## src/rtl/maze_pkg.sv

```systemverilog
// Shared maze definitions: arbiter state encoding, cell values and default maze geometry.
// Walkers and the port arbiter both import this package.
package maze_pkg;

    typedef enum logic [1:0] {
        ST_ARB   = 2'd0,
        ST_ISSUE = 2'd1,
        ST_ACK   = 2'd2
    } arb_state_e;

    localparam logic MAZE_WALL = 1'b1;
    localparam logic MAZE_FREE = 1'b0;

    localparam int MAZE_WIDTH_DEF = 6;
    localparam int MAZE_DIM_DEF   = 64;

endpackage

```

## src/rtl/maze_port_arbiter_rr_pick.sv

```systemverilog
// Combinational round-robin pick: first set request at or after the pointer, wrapping.
// Assumes ptr < NUM_REQ.
module rr_pick #(
    parameter int NUM_REQ = 4,
    parameter int ID_W    = 2
) (
    input  logic [NUM_REQ-1:0] req,
    input  logic [ID_W-1:0]    ptr,
    output logic [ID_W-1:0]    win,
    output logic               vld
);

    logic [ID_W:0] cand;

    // Scan from the farthest offset down so the nearest requester overwrites last.
    always_comb begin
        win  = '0;
        vld  = 1'b0;
        cand = '0;
        for (int i = NUM_REQ - 1; i >= 0; i--) begin
            cand = {1'b0, ptr} + (ID_W + 1)'(i);
            if (cand >= (ID_W + 1)'(NUM_REQ)) begin
                cand = cand - (ID_W + 1)'(NUM_REQ);
            end
            if (req[cand[ID_W-1:0]]) begin
                win = cand[ID_W-1:0];
                vld = 1'b1;
            end
        end
    end

endmodule

```

## src/rtl/maze_port_arbiter.sv

```systemverilog
// Round-robin arbiter sharing the single maze memory port among NUM_REQ walkers.
// Each grant runs ARB -> ISSUE -> ACK; out-of-range coordinates never reach the port.
module maze_port_arbiter
    import maze_pkg::*;
#(
    parameter int maze_width = MAZE_WIDTH_DEF,
    parameter int NUM_REQ    = 4,
    parameter int MAZE_DIM   = MAZE_DIM_DEF,
    parameter int REQ_ID_W   = $clog2(NUM_REQ)
) (
    input  logic                            clk,
    input  logic                            rst,
    input  logic [NUM_REQ-1:0]              req,
    input  logic [NUM_REQ-1:0]              req_we,
    input  logic [NUM_REQ*maze_width-1:0]   req_row,
    input  logic [NUM_REQ*maze_width-1:0]   req_col,
    output logic [NUM_REQ-1:0]              ack,
    output logic                            rsp_data,
    output logic                            rsp_err,
    output logic [REQ_ID_W-1:0]             grant_id,
    output logic                            busy,
    output logic [maze_width-1:0]           row,
    output logic [maze_width-1:0]           col,
    output logic                            maze_oe,
    output logic                            maze_we,
    input  logic                            maze_in
);

    localparam logic [maze_width:0]   DIM_L   = (maze_width + 1)'(MAZE_DIM);
    localparam logic [REQ_ID_W-1:0]   LAST_ID = REQ_ID_W'(NUM_REQ - 1);

    arb_state_e state_q, state_d;

    logic [REQ_ID_W-1:0]   ptr_q, ptr_d;
    logic [REQ_ID_W-1:0]   gid_q, gid_d;
    logic [maze_width-1:0] row_q, row_d;
    logic [maze_width-1:0] col_q, col_d;
    logic                  we_lat_q, we_lat_d;
    logic                  oob_q, oob_d;
    logic                  oe_q, oe_d;
    logic                  mwe_q, mwe_d;
    logic [NUM_REQ-1:0]    ack_q, ack_d;
    logic                  rsp_data_q, rsp_data_d;
    logic                  rsp_err_q, rsp_err_d;
    logic                  rd_pass_q, rd_pass_d;
    logic                  busy_q, busy_d;

    logic [REQ_ID_W-1:0]   win;
    logic                  win_vld;
    logic [maze_width-1:0] sel_row;
    logic [maze_width-1:0] sel_col;
    logic                  sel_we;
    logic                  sel_oob;

    rr_pick #(
        .NUM_REQ (NUM_REQ),
        .ID_W    (REQ_ID_W)
    ) u_rr_pick (
        .req (req),
        .ptr (ptr_q),
        .win (win),
        .vld (win_vld)
    );

    always_comb begin
        sel_row = '0;
        sel_col = '0;
        sel_we  = 1'b0;
        for (int k = 0; k < NUM_REQ; k++) begin
            if (win == REQ_ID_W'(k)) begin
                sel_row = req_row[k*maze_width +: maze_width];
                sel_col = req_col[k*maze_width +: maze_width];
                sel_we  = req_we[k];
            end
        end
        sel_oob = ({1'b0, sel_row} >= DIM_L) || ({1'b0, sel_col} >= DIM_L);
    end

    always_ff @(posedge clk) begin
        if (rst) begin
            state_q    <= ST_ARB;
            ptr_q      <= '0;
            gid_q      <= '0;
            row_q      <= '0;
            col_q      <= '0;
            we_lat_q   <= 1'b0;
            oob_q      <= 1'b0;
            oe_q       <= 1'b0;
            mwe_q      <= 1'b0;
            ack_q      <= '0;
            rsp_data_q <= 1'b0;
            rsp_err_q  <= 1'b0;
            rd_pass_q  <= 1'b0;
            busy_q     <= 1'b0;
        end else begin
            state_q    <= state_d;
            ptr_q      <= ptr_d;
            gid_q      <= gid_d;
            row_q      <= row_d;
            col_q      <= col_d;
            we_lat_q   <= we_lat_d;
            oob_q      <= oob_d;
            oe_q       <= oe_d;
            mwe_q      <= mwe_d;
            ack_q      <= ack_d;
            rsp_data_q <= rsp_data_d;
            rsp_err_q  <= rsp_err_d;
            rd_pass_q  <= rd_pass_d;
            busy_q     <= busy_d;
        end
    end

    always_comb begin
        state_d = state_q;
        case (state_q)
            ST_ARB:   if (win_vld) state_d = ST_ISSUE;
            ST_ISSUE: state_d = ST_ACK;
            ST_ACK:   state_d = ST_ARB;
            default:  state_d = ST_ARB;
        endcase
    end

    // Output registers are loaded one state ahead so they are visible during the state itself.
    always_comb begin
        ptr_d      = ptr_q;
        gid_d      = gid_q;
        row_d      = row_q;
        col_d      = col_q;
        we_lat_d   = we_lat_q;
        oob_d      = oob_q;
        oe_d       = 1'b0;
        mwe_d      = 1'b0;
        ack_d      = '0;
        rsp_data_d = MAZE_FREE;
        rsp_err_d  = 1'b0;
        rd_pass_d  = 1'b0;
        busy_d     = busy_q;
        case (state_q)
            ST_ARB: begin
                if (win_vld) begin
                    gid_d    = win;
                    row_d    = sel_row;
                    col_d    = sel_col;
                    we_lat_d = sel_we;
                    oob_d    = sel_oob;
                    ptr_d    = (win == LAST_ID) ? '0 : win + 1'b1;
                    oe_d     = ~sel_we & ~sel_oob;
                    mwe_d    = sel_we & ~sel_oob;
                    busy_d   = 1'b1;
                end
            end
            ST_ISSUE: begin
                ack_d[gid_q] = 1'b1;
                busy_d       = 1'b1;
                if (oob_q) begin
                    rsp_data_d = MAZE_WALL;
                    rsp_err_d  = 1'b1;
                end else if (!we_lat_q) begin
                    rd_pass_d = 1'b1;
                end
            end
            default: begin
                busy_d = 1'b0;
            end
        endcase
    end

    // maze_in only becomes valid during ACK, so a read returns it through a registered select.
    assign rsp_data = rd_pass_q ? maze_in : rsp_data_q;
    assign ack      = ack_q;
    assign rsp_err  = rsp_err_q;
    assign grant_id = gid_q;
    assign busy     = busy_q;
    assign row      = row_q;
    assign col      = col_q;
    assign maze_oe  = oe_q;
    assign maze_we  = mwe_q;

endmodule

```

## config.mk

```make
export PLATFORM = sky130hd
export DESIGN_NAME = maze_port_arbiter
export DESIGN_NICKNAME = d
export VERILOG_FILES = /design/src/rtl/maze_pkg.sv /design/src/rtl/maze_port_arbiter_rr_pick.sv /design/src/rtl/maze_port_arbiter.sv
export SDC_FILE = /design/constraint.sdc
export NUM_CORES = 1
export LEC_CHECK = 0
export ABC_AREA = 1
export CAP_MARGIN = 40
export CORE_ASPECT_RATIO = 0.5
export CORE_MARGIN = 2
export CORE_UTILIZATION = 43
export CTS_CLUSTER_SIZE = 20
export DETAILED_ROUTE_END_ITERATION = 7
export PLACE_DENSITY = 0.85
export RECOVER_POWER = 100
export SLEW_MARGIN = 20
export SYNTH_ARGS = -nofsm -noshare
export SYNTH_HDL_FRONTEND = slang
export SYNTH_SLANG_ARGS = --single-unit
```

## constraint.sdc

```tcl
create_clock -name clk -period 4.9 [get_ports clk]
set_clock_uncertainty 0.15 [all_clocks]
set_input_delay 0.98 -clock clk [delete_from_list [all_inputs] [get_ports clk]]
set_output_delay 0.98 -clock clk [all_outputs]
set_load 0.01 [all_outputs]
```

# [After elaboration in Yosys (flattened, before gate mapping)]
# Cells that the tools add are included.
[totals] output_inout_bits=23 elab_cells=85 register_bits=27
[op_classes] eq_ne=5 n_bitwise=4 n_mux=41 n_addsub=8 reduce_logical=6 magnitude_cmp=10
[op_table] op="$mux 6" n=8
[op_table] op="$mux 2" n=10
[op_table] op="$mux 1" n=16
[op_table] op="$lt 2x3->1 const B" n=5
[op_table] op="$ge 3x3->1 const B" n=3
[op_table] op="$bmux 1 s2" n=4
[op_table] op="$sub 2x1->2 const B" n=4
[op_table] op="$add 2x2->3 const B" n=2
[op_table] op="$eq 2x1->1 const B" n=2
[op_table] op="$eq 2x2->1 const B" n=2
[op_table] op="$logic_not 2->1" n=2
[op_table] op="$not 1->1" n=4
[op_table] op="$pmux 2 s2" n=1
[op_table] op="$add 2x1->3 const B" n=1
[op_table] op="$ge 2x3->1 const B" n=1
[op_table] op="$reduce_or 3->1" n=1
[op_table] op="$add 2x1->2 const B" n=1
[op_table] op="$demux 1 s2" n=1
[op_table] op="$ge 2x1->1 const B" n=1
[op_table] op="$ne 2x1->1 const B" n=1
[op_table] op="$pmux 1 s2" n=1
[op_table] op="$reduce_and 2->1" n=1
[op_table] op="$reduce_or 2->1" n=1
[op_table] op="$logic_and 1x1->1" n=1

# [Logic depth before layout (Yosys ltp)]
[logic_depth] depth_word=15 mapped_depth=24 mapped_depth_nobuf=22

# [By module]
# Synthesis repeated with hierarchy kept, for this count alone.
[unflattened] cells_unflattened=264 hier_area_um2=1692.9
[by_module_without_submodules] module="maze_port_arbiter" instances=1 cells_each=220 area_per_inst_um2=1477.7
[by_module_without_submodules] module="rr_pick" instances=1 cells_each=44 area_per_inst_um2=215.2

# [Worst setup path before layout]
# Ideal clock, no wire load.
[synth_timing] path_type="input -> register" start="input req[3]" end="register col_q[5] (netlist: col[5])" slack_ns=1.891 path_buffers=1 t_required_ns=4.680 arrival_ns=2.789 cell_stages=20 path_cell_list="inv_1 > nand2_1 > and2_1 > nor2_4 > inv_1 > nand2_1 > nand2_1 > nand2_1 > inv_1 > ha_1 > inv_1 > nand2_1 > inv_1 > buf_2 > nand2_1 > nand2_1 > o21ai_0 > o21ai_0 > nand2_2 > a21oi_1"
[synth_between] elab_chain_cells=11 elab_cells_between_ends=25 classes_between="3 x eq/ne; 20 x mux; 2 x reduce/logical"
[synth_lines] item="start, declared" line_no="maze_port_arbiter.sv:13" source="input logic [NUM_REQ-1:0] req,"
[synth_lines] item="$bmux 1 s2" line_no="maze_port_arbiter_rr_pick.sv:25" source="if (req[cand[ID_W-1:0]]) begin"
[synth_lines] item="$mux 1 (implied by the code)" line_no="maze_port_arbiter_rr_pick.sv:25"
[synth_lines] item="$mux 2 (3 in series)" line_no="maze_port_arbiter_rr_pick.sv:25"
[synth_lines] item="$mux 2 (*)" line_no="maze_port_arbiter_rr_pick.sv:25"
[synth_lines] item="named net u_rr_pick.win[0]" line_no="maze_port_arbiter_rr_pick.sv:9" source="output logic [ID_W-1:0] win,"
[synth_lines] item="$logic_not 2->1" line_no="maze_port_arbiter.sv:70" source="if (win == REQ_ID_W'(k)) begin"
[synth_lines] item="$mux 6 (3 in series)" line_no="maze_port_arbiter.sv:70"
[synth_lines] item="$mux 6 (*)" line_no="maze_port_arbiter.sv:70"
[synth_lines] item="end signal, assigned" line_no="maze_port_arbiter.sv:100" source="col_q <= col_d;"
[synth_lines] item="end, declared" line_no="maze_port_arbiter.sv:37" source="logic [maze_width-1:0] col_q, col_d;"
# Mark *: on every way through the listed nets, which the timed path passes. The rest lies on a longest branch. The select of a mux whose other input is x is not followed.
# A chain may end at the register's enable or synchronous reset.

# [Worst setup path after layout]
# Same ends and word-level chain as after synthesis.

==> metrics.csv <==
stage,metric,value,unit
status,status,finished with violations,
status,violated checks,"capacitance limit, slew limit",
power_and_ir_drop,VDD IR max,0.421,mV
setup_path,Crit Path Max Fanout,14,
layout,FF/Latch Area,541,µm²
global_route,vias in the first global route,1672,
logic_synthesis,Syn Area/Cell,6.44,µm²
cts,hold buffer count at CTS,0,
floorplan,Initial Util,0.466,
logic_synthesis,Unique masters post-synth,28,
timing,RSZ-0062 raised after global routing,false,
power_and_ir_drop,Seq pwr share,0.209,
logic_synthesis,Synth Area in Simple Gates,0.369,
global_route,initial antenna violation count,0,
route,WL final,4500,µm
setup_path,crit end category,flip-flop,
logic_synthesis,synthesis-stage register bit count,27,
cts,Post-CTS Setup Repair Bufs,0,
timing,Fin. Hold Viols,0,
layout,layout cell share with drive strength beyond 1,0.0783,
timing,max_slew headroom,-0.174,
route,Routed met2 length,2300,µm
route,iteration count of the initial detailed-routing pass,4,
logic_synthesis,Mapped Area,1660,µm²
placement,dpl hpwl,3690,µm
floorplan,die area,4410,µm²
timing,final slew viol count,26,
hold_path,Hold Path Class,flip-flop to flip-flop,
power_and_ir_drop,Net Sw Frac,0.503,
timing,setup TNS,0,ns
layout,"commonest non-fill, non-tap cell in the layout",nand2_1,
logic_synthesis,largest family of logic cells by synthesized area,simple AND/OR/NAND/NOR gates,
cts,clock latency on the worst-skew pair,0.28,ns
timing,f_max,253,MHz
route,DRT iter0 DRCs,72,
logic_synthesis,YS warnings,0,
floorplan,Core Box Area,3570,µm²
power_and_ir_drop,Power Total,1.62,mW
timing,worst slew pin tran,1.76,ns
logic_synthesis,post-synthesis mux area share,0.00602,
power_and_ir_drop,Switching Power,0.815,mW
cts,clock tree root buffer cell,clkbuf_8,
placement,dpl cell area,2460,µm²
layout,most frequent cells in the layout,"nand2_1 (80), clkdlybuf4s50_1 (56), o21ai_0 (29)",
job,maxcap violations,1,
timing,fin crit period,3.95,ns
placement,GPL Wtd Cong,0.884,
setup_path,CP arrival,4.02,ns
route,vias,1834,
layout,Nets,396,
global_route,global-route wire length before repair,7140,µm
logic_synthesis,Post-Synth XOR/XNOR Area,0,
logic_synthesis,sequential-to-total area share from yosys stat,0.325,
route,via/cell ratio,4.79,
layout,area occupied by multi-input gates,932,µm²
setup_path,Required @ worst endpoint,4.96,ns
route,Met1 Wirelength,1990,µm
power_and_ir_drop,Int Pwr,0.806,mW
logic_synthesis,Cells after Synth,258,
floorplan,Rows,15,
global_route,total gr overflow,0,
layout,area grow syn2layout,49.7,%
layout,Filler Cell Count,309,
power_and_ir_drop,Logic pwr share,0.712,
route,Final ANT Viol Nets,0,
cts,CTS tree,built,
global_route,GRT Total Usage,0.205,
power_and_ir_drop,LEAKAGE,1.19,nW
setup_path,CP Class,input port to flip-flop,
placement,Port Buf Inserts,80,
setup_path,Setup crit start kind,input port,
cts,post-CTS resize count,0,
route,met3 wire len,168,µm
route,DRC,0,
layout,post-route cell area,2490,µm²
cts,"CTS clk-pin slew, worst paths",0.09,ns
cts,CTS Buf Count,3,
floorplan,I/O Pins,82,
cts,H-tree Lvls,1,
timing,Worst Hold Slack,0.305,ns
floorplan,Die Wd,91.9,µm
logic_synthesis,Syn Nets,321,
power_and_ir_drop,Clk pwr share,0.079,
cts,clk buf depth,2,
route,top layer in use,met4,
layout,n_diodes,0,
route,wire length per cell,11.8,µm
floorplan,Die Height,48.0,µm
logic_synthesis,Compound-Gate Fraction of Synth Area,0.167,
power_and_ir_drop,PD cells,652,nW/µm²
logic_synthesis,Synth Area in Adders,0.0301,
timing,Final period util,0.807,
timing,Setup Viol. Count Final,0,
cts,CTS sink count,27,
global_route,pin count of the biggest net entering global routing,26,
==> logic make-up after synthesis <==
family                   after synthesis
multiplexers                           1
adder cells (fa/ha/maj)                4
AND/OR/NAND/NOR                      139
flip-flops                            27
AO/OA/AOI/OAI                         52
other                                  1
buffers and inverters                 34
==> power groups by stage <==
stage	Clock [mW]	Combinational [mW]	Sequential, mW
after floorplan	0	0.876	0.357
after global placement	0	1.15	0.345
after CTS	0.131	1.19	0.342
after detailed placement	0	1.18	0.346
after global routing	0.137	1.32	0.348
final	0.128	1.15	0.339
==> sequential cells by signal (all words and copies together) (netlist names), 2 cells and up <==
name      flops
state_q       2
row           6
grant_id      2
ack           4
ptr_q         2
col           6
==> worst paths after layout <==
kind / depth (start not counted) / end / from / slack, ns
max reg2reg: 18 / col[5] / ptr_q[0] / 1.62
min reg2reg: 1 / rd_pass_q / we_lat_q / 0.30
max: 20 / col[5] / req[3] / 0.95
min: 1 / rd_pass_q / we_lat_q / 0.30
==> cell usage after synthesis, drive strengths merged <==
cell type | instances | share of area
a21oi | 21 | 0.072
and2 | 2 | 0.0090
buf | 8 | 0.037
clkbuf | 3 | 0.0068
clkinv | 1 | 0.0023
conb | 1 | 0.0023
dfxtp | 27 | 0.33
ha | 4 | 0.030
inv | 22 | 0.054
mux2i | 1 | 0.0060
nand2 | 97 | 0.25
nand3 | 6 | 0.018
nor2 | 29 | 0.075
nor3 | 4 | 0.012
nor3b | 1 | 0.0045
o21ai | 30 | 0.090
o31ai | 1 | 0.0045
==> area by class of cell <==
class | instances | area share
Clock inverter | 1 | 0.00302
Inverter | 23 | 0.0377
Clock buffer | 3 | 0.0166
Multi-Input combinational cell | 197 | 0.375
Timing Repair Buffer | 81 | 0.325
Tap cell | 51 | 0.0257
Sequential cell | 27 | 0.217
==> routing by layer <==
metal | GRT usage | up-vias
met3 | 0.0362 | 6
met2 | 0.412 | 44
met5 | 0 | -
met1 | 0.240 | 823
li1 | - | 961
met4 | 0.0567 | 0
==> through the flow <==
| step | setup slack [ns] | utilization | instances |
|---|---|---|---|
| 2_1_floorplan | 1.89 | - | 258 |
| 3_3_place_gp | 1.00 | 0.690 | 379 |
| 3_5_place_dp | 0.900 | 0.690 | 379 |
| 4_1_cts | 1.17 | 0.704 | 383 |
| 5_1_grt | 0.557 | 0.698 | 383 |
| 6_report | 0.947 | 0.698 | 383 |
==> critical path: stages <==
cell           delay, ns
dlygate4sd3_1       0.58
inv_1               0.07
nand2_1             0.05
and2_0              0.19
nor2_1              0.21
inv_1               0.09
nand2_1             0.07
nand2_1             0.07
nand2_1             0.12
inv_1               0.07
ha_1                0.37
inv_1               0.11
nand2_1             0.05
inv_1               0.26
nand2_1             0.11
nand2_1             0.07
o21ai_0             0.07
o21ai_0             0.21
nand2_2             0.07
a21oi_1             0.19
Power figures use the tool's default switching activity.
